[config.mk]
export PLATFORM = sky130hd
export DESIGN_NAME = uart_tx
export DESIGN_NICKNAME = d
export VERILOG_FILES = /design/src/rtl/uart_tx.sv
export SDC_FILE = /design/constraint.sdc
export NUM_CORES = 1
export LEC_CHECK = 0
export BUFFER_PORTS_ARGS = -buffer_cell sky130_fd_sc_hd__buf_2
export CAP_MARGIN = 10
export CORE_MARGIN = 2
export CORE_UTILIZATION = 30
export DETAILED_ROUTE_END_ITERATION = 10
export GPL_TIMING_DRIVEN = 1
export PLACE_DENSITY = 0.56
export SYNTH_ARGS = -nofsm -noshare
export SYNTH_HDL_FRONTEND = slang
export SYNTH_SLANG_ARGS = --single-unit
[constraint.sdc]
create_clock -name i_Clock -period 3.25 [get_ports i_Clock]
set_input_delay 0.1625 -clock i_Clock [delete_from_list [all_inputs] [get_ports i_Clock]]
set_output_delay 0.1625 -clock i_Clock [all_outputs]
set_load 0.05 [all_outputs]
[src/rtl/uart_tx.sv]
// uart_tx -- buffered UART transmitter.
//
// Accepts bytes over a valid/ready handshake into a small FIFO and sends each
// one as an 8N1 frame (8E1/8O1 when PARITY_EN=1), LSB first, at CLKS_PER_BIT
// clocks per bit. Queued bytes go out back-to-back with no idle bits between
// frames.
//
// Parameters:
//   CLKS_PER_BIT  clocks per serial bit (f_clk / baud), minimum 2
//   FIFO_DEPTH    byte FIFO depth, power of 2, minimum 2
//   PARITY_EN     1 inserts a parity bit between D7 and stop
//   PARITY_ODD    0 even parity, 1 odd parity (ignored when PARITY_EN=0)
//
// Ports:
//   i_Clock      sole clock, rising edge
//   i_Reset      synchronous active-high reset; aborts any frame, flushes FIFO
//   i_TX_DV      byte valid
//   i_TX_Byte    byte to send, captured on accept
//   o_TX_Ready   FIFO not full; accept = i_TX_DV && o_TX_Ready at a clock edge
//   o_TX_Serial  serial line, idle high, registered
//   o_TX_Active  high while a frame is on the line
//   o_TX_Done    one-cycle pulse on the last clock of each stop bit

module uart_tx #(
    parameter int CLKS_PER_BIT = 434,
    parameter int FIFO_DEPTH   = 4,
    parameter int PARITY_EN    = 0,
    parameter int PARITY_ODD   = 0
) (
    input  logic       i_Clock,
    input  logic       i_Reset,
    input  logic       i_TX_DV,
    input  logic [7:0] i_TX_Byte,
    output logic       o_TX_Ready,
    output logic       o_TX_Serial,
    output logic       o_TX_Active,
    output logic       o_TX_Done
);

    localparam int PTR_W  = $clog2(FIFO_DEPTH);
    localparam int CNT_W  = PTR_W + 1;
    localparam int BCNT_W = (CLKS_PER_BIT > 1) ? $clog2(CLKS_PER_BIT) : 1;

    localparam logic [BCNT_W-1:0] BCNT_LAST = BCNT_W'(CLKS_PER_BIT - 1);
    localparam logic [CNT_W-1:0]  CNT_FULL  = CNT_W'(FIFO_DEPTH);
    localparam logic              ODD_BIT   = (PARITY_ODD != 0);
    localparam logic              HAS_PAR   = (PARITY_EN != 0);

    typedef enum logic [2:0] {
        IDLE,
        START,
        DATA,
        PARITY,
        STOP
    } state_t;

    // ------------------------------------------------------------------
    // Byte FIFO
    // ------------------------------------------------------------------
    logic [7:0]       fifo_mem [FIFO_DEPTH];
    logic [PTR_W-1:0] wr_ptr;
    logic [PTR_W-1:0] rd_ptr;
    logic [CNT_W-1:0] count;
    logic             push;
    logic             pop;
    logic             fifo_empty;
    logic [7:0]       head;

    // A write presented while full is refused even on a pop edge; the host
    // keeps i_TX_DV up and the byte is taken on the following edge.
    assign o_TX_Ready = (count != CNT_FULL);
    assign fifo_empty = (count == '0);
    assign push       = i_TX_DV && o_TX_Ready;
    assign head       = fifo_mem[rd_ptr];

    always_ff @(posedge i_Clock) begin
        if (push) begin
            fifo_mem[wr_ptr] <= i_TX_Byte;
        end
    end

    always_ff @(posedge i_Clock) begin
        if (i_Reset) begin
            wr_ptr <= '0;
            rd_ptr <= '0;
            count  <= '0;
        end else begin
            if (push) begin
                wr_ptr <= wr_ptr + PTR_W'(1);
            end
            if (pop) begin
                rd_ptr <= rd_ptr + PTR_W'(1);
            end
            case ({push, pop})
                2'b10:   count <= count + CNT_W'(1);
                2'b01:   count <= count - CNT_W'(1);
                default: count <= count;
            endcase
        end
    end

    // ------------------------------------------------------------------
    // Transmit FSM
    // ------------------------------------------------------------------
    state_t            state;
    logic [BCNT_W-1:0] bit_cnt;
    logic [2:0]        bit_idx;
    logic [7:0]        shift;
    logic              parity_bit;
    logic              bit_last;

    assign bit_last = (bit_cnt == BCNT_LAST);

    // The FSM takes the FIFO head from IDLE, or on the final stop-bit clock
    // so the next start bit follows with no idle gap.
    always_comb begin
        pop = 1'b0;
        if (!fifo_empty) begin
            if (state == IDLE) begin
                pop = 1'b1;
            end else if (state == STOP && bit_last) begin
                pop = 1'b1;
            end
        end
    end

    // Line outputs are registered from the current state, so the line lags
    // the state register by one clock; o_TX_Done lags the same way and so
    // lines up with the last stop-bit clock actually on the wire.
    always_ff @(posedge i_Clock) begin
        if (i_Reset) begin
            state       <= IDLE;
            bit_cnt     <= '0;
            bit_idx     <= '0;
            shift       <= '0;
            parity_bit  <= 1'b0;
            o_TX_Serial <= 1'b1;
            o_TX_Active <= 1'b0;
            o_TX_Done   <= 1'b0;
        end else begin
            o_TX_Done <= 1'b0;
            case (state)
                IDLE: begin
                    o_TX_Serial <= 1'b1;
                    o_TX_Active <= 1'b0;
                    bit_cnt     <= '0;
                    bit_idx     <= '0;
                    if (pop) begin
                        shift      <= head;
                        parity_bit <= (^head) ^ ODD_BIT;
                        state      <= START;
                    end
                end

                START: begin
                    o_TX_Serial <= 1'b0;
                    o_TX_Active <= 1'b1;
                    if (bit_last) begin
                        bit_cnt <= '0;
                        bit_idx <= '0;
                        state   <= DATA;
                    end else begin
                        bit_cnt <= bit_cnt + BCNT_W'(1);
                    end
                end

                DATA: begin
                    o_TX_Serial <= shift[0];
                    o_TX_Active <= 1'b1;
                    if (bit_last) begin
                        bit_cnt <= '0;
                        shift   <= {1'b0, shift[7:1]};
                        if (bit_idx == 3'd7) begin
                            bit_idx <= '0;
                            state   <= HAS_PAR ? PARITY : STOP;
                        end else begin
                            bit_idx <= bit_idx + 3'd1;
                        end
                    end else begin
                        bit_cnt <= bit_cnt + BCNT_W'(1);
                    end
                end

                PARITY: begin
                    o_TX_Serial <= parity_bit;
                    o_TX_Active <= 1'b1;
                    if (bit_last) begin
                        bit_cnt <= '0;
                        state   <= STOP;
                    end else begin
                        bit_cnt <= bit_cnt + BCNT_W'(1);
                    end
                end

                STOP: begin
                    o_TX_Serial <= 1'b1;
                    o_TX_Active <= 1'b1;
                    if (bit_last) begin
                        bit_cnt   <= '0;
                        o_TX_Done <= 1'b1;
                        if (pop) begin
                            shift      <= head;
                            parity_bit <= (^head) ^ ODD_BIT;
                            state      <= START;
                        end else begin
                            state <= IDLE;
                        end
                    end else begin
                        bit_cnt <= bit_cnt + BCNT_W'(1);
                    end
                end

                default: begin
                    state       <= IDLE;
                    bit_cnt     <= '0;
                    bit_idx     <= '0;
                    o_TX_Serial <= 1'b1;
                    o_TX_Active <= 1'b0;
                end
            endcase
        end
    end

endmodule

==> impl_metrics.csv <==
group,metric,value,unit
power,power-per-cell-area,826.4,nW/um2
clock_network,clock-root-buffer,"clkbuf_8",
clock_network,htree_levels,3,
setup_path,required,3.53,ns
placement,hpwl,3.375,mm
setup_path,critPathMaxStageDelay,0.39,ns
route,wl_per_cell,12.77,um
cells_and_area,fillCellCount,1003,
setup_path,critPathKind,"reg2reg",
route,wl,5.030,mm
synth,synth_area_leaders,"edfxtp_1 32%, dfxtp_1 24%, mux4_2 6.0%, xnor2_1 4.1%, nor2_1 3.9%",
setup_path,crit_chain,"ha_1 > and4b_2 > nand2_1 > a21oi_2 > ha_1 > inv_1 > fa_1 > xor2_1 > or3_1 > a21oi_1",
setup_path,cpMostUsedCell,"ha_1",
route,routed.top_layer,"met4",
setup_path,r2r_start,"bit_cnt[0]",
floorplanning,num_rows,36,
synth,synth_commonest_cells,"36 x dfxtp_1, 32 x edfxtp_1, 31 x nor2_1, 14 x xnor2_1, 10 x a21oi_1",
sta,post-route-period-util,80.96,%
floorplanning,die_h,103.9,um
synth,synth_edf_count,32,
power,peakVddDrop,0.3110,mV
global_routing,grt_pass1_vias,1811,
synth,yosysWarnings,0,
sta,fin_setup_tns,0,ns
route,wl_met3,207,um
sta,relSlewSlack,57.49,%
synth,syn_area,2994,um2
clock_network,ctsResizeCount,0,
route,firstDrtPassIters,4,
outcome,status,"finished clean",
route,routed-wl-met2,2.248,mm
route,ant_nets,0,
route,drt_iter0_markers,53,
clock_network,cts-buffers-inserted,9,
sta,maxSlewViolCount,0,
setup_path,critPathSlowestCell,"dfxtp_1",
floorplanning,initial_utilization,30.77,%
synth,ys_types,49,
clock_network,cts_sinks,68,
synth,seq_area_frac_synth,56.16,%
synth,syn-num-nets,262,
synth,ys_ff_latch,68,
floorplanning,ioPinCount,15,
cells_and_area,drive_gt1_share,20.31,%
global_routing,overflow,0,
sta,finClkSkew,0.01215,ns
power,leakage,1.181,nW
cells_and_area,fin_util,34.34,%
worst_hold_path,hold_start,"i_TX_Byte[4]",
synth,synthArstFlopShare,0,%
synth,yosysMostFrequentCell,"dfxtp_1",
global_routing,grt_pass1_wl,9.025,mm
setup_path,cp-end-kind,"flip-flop",
floorplanning,die-area,10800,um2
floorplanning,core,9729,um2
clock_network,clkSlewWorstSetupHoldPaths,0.08,ns
worst_hold_path,hold_path.class,"in2reg",
clock_network,cts_tree,"done",
synth,yosys.area.top_type,"edfxtp_1",
setup_path,cp-start-kind,"flip-flop",
sta,clock.fmax,0.3800,GHz
clock_network,post_cts_buffers,0,
sta,final-hold-violation-count,0,
sta,rsz0062_at_grt,"false",
flow_run,drv_cap,0,
sta,worst_pin_slew,0.6328,ns
cells_and_area,syn2layout_area_growth,11.58,%
setup_path,cp.arrival,2.91,ns
synth,synth_cells,241,
clock_network,cts_hold_buf,0,
placement,numPortBuffers,14,
cells_and_area,nets,277,
floorplanning,die_x,103.9,um
route,drt-met1-wl,2.508,mm
synth,synth_ff_type,"dfxtp_1",
sta,finalSetupViolCount,0,
global_routing,grt_max_degree,27,
setup_path,critPathLaunch,"bit_cnt[0]",
setup_path,path_max_fanout,7,
route,vias,1775,
clock_network,ctsLongestPathBuffers,2,
synth,yosysTopAreaCellShare,32.09,%
route,drc,0,
route,viasPerCell,4.505,
global_routing,antenna_found_initial,0,
clock_network,insertion_delay,0.35,ns
placement,gp_congestion,0.7024,
synth,syn-mean-instance-area,12.42,um2
cells_and_area,antennaDiodeCount,0,
global_routing,track_usage,10.67,%
sta,finalCriticalPeriod,2.631,ns
cells by family after synthesis:
kind of cell	share of synthesized area, %
buf+inv	3.343
mux	11.32
xor+xnor	5.558
compound gates	6.269
fa+ha+maj	4.430
simple gates	12.91
flops	56.16
per-stage QoR:
stage                     hold slack (ns)  total power, mW  setup slack [ns]  area (um2)  cells
after floorplan                    0.2614            2.008            0.7055        2994    241
after global placement             0.3759            2.167            0.6923        3164    378
after detailed placement           0.3869            2.174            0.6112        3164    378
after CTS                        0.008405            2.807            0.6022        3341    394
after global routing             0.005731            2.974            0.3998        3341    394
final                             0.03085            2.761            0.6187        3341    394
power by group:
group          total [mW]  internal [mW]  switching, mW
clock               0.615          0.282          0.333
combinational       0.981          0.465          0.516
sequential           1.17           1.05          0.119
total                2.76           1.79          0.968
sequential cells by signal, indices dropped and copies added (netlist names), 2 cells and up, named ones only:
name      cells
wr_ptr        2
count         3
fifo_mem     32
bit_idx       3
shift         8
rd_ptr        2
bit_cnt       9
state         3
routing by layer:
metal,global-route usage (%),vias to the layer above
met3,4.386,8
li1,-,896
met1,13.64,840
met2,16.45,31
met5,0,-
met4,3.475,0
final timing paths:
check | end | slack, ns | cells past startpoint
max | count[2] | 0.62 | 10
min | fifo_mem[3][4] | 0.03 | 1
min reg2reg | shift[7] | 0.46 | 2
max reg2reg | count[2] | 0.62 | 10
placed cells by master (no fill, tap or decap), types with 2 or more instances in the layout:
master	count
and2_1	3
nor4_1	2
nand3_1	5
mux4_2	8
inv_1	9
o21ai_0	2
edfxtp_1	32
mux2i_1	8
and3_1	6
nand2_1	9
clkinvlp_4	3
buf_2	14
a211oi_1	2
nand2b_1	2
nor3_1	5
nor2_1	31
clkinv_4	2
ha_1	9
or3_1	2
mux2_2	7
xnor2_1	14
xor2_1	5
a21oi_1	10
dfxtp_1	36
clkbuf_8	9
or3b_1	2
worst max-delay path, delay by kind of cell, from the launching register on:
kind | cells | cell delay (ns)
simple gates | 3 | 0.78
fa+ha+maj | 3 | 0.76
compound gates | 2 | 0.44
flops | 1 | 0.39
xor+xnor | 1 | 0.15
buf+inv | 1 | 0.06
area by class of cell:
type | instances | area (um2) | area share (%)
Clock inverter | 6 | 48.80 | 1.461
Timing Repair Buffer | 14 | 70.07 | 2.097
Clock buffer | 10 | 127.6 | 3.820
Sequential cell | 68 | 1682 | 50.34
Multi-Input combinational cell | 154 | 1212 | 36.29
Tap cell | 133 | 166.4 | 4.981
Inverter | 9 | 33.78 | 1.011
No activity file was read; power rests on OpenSTA's default activity.
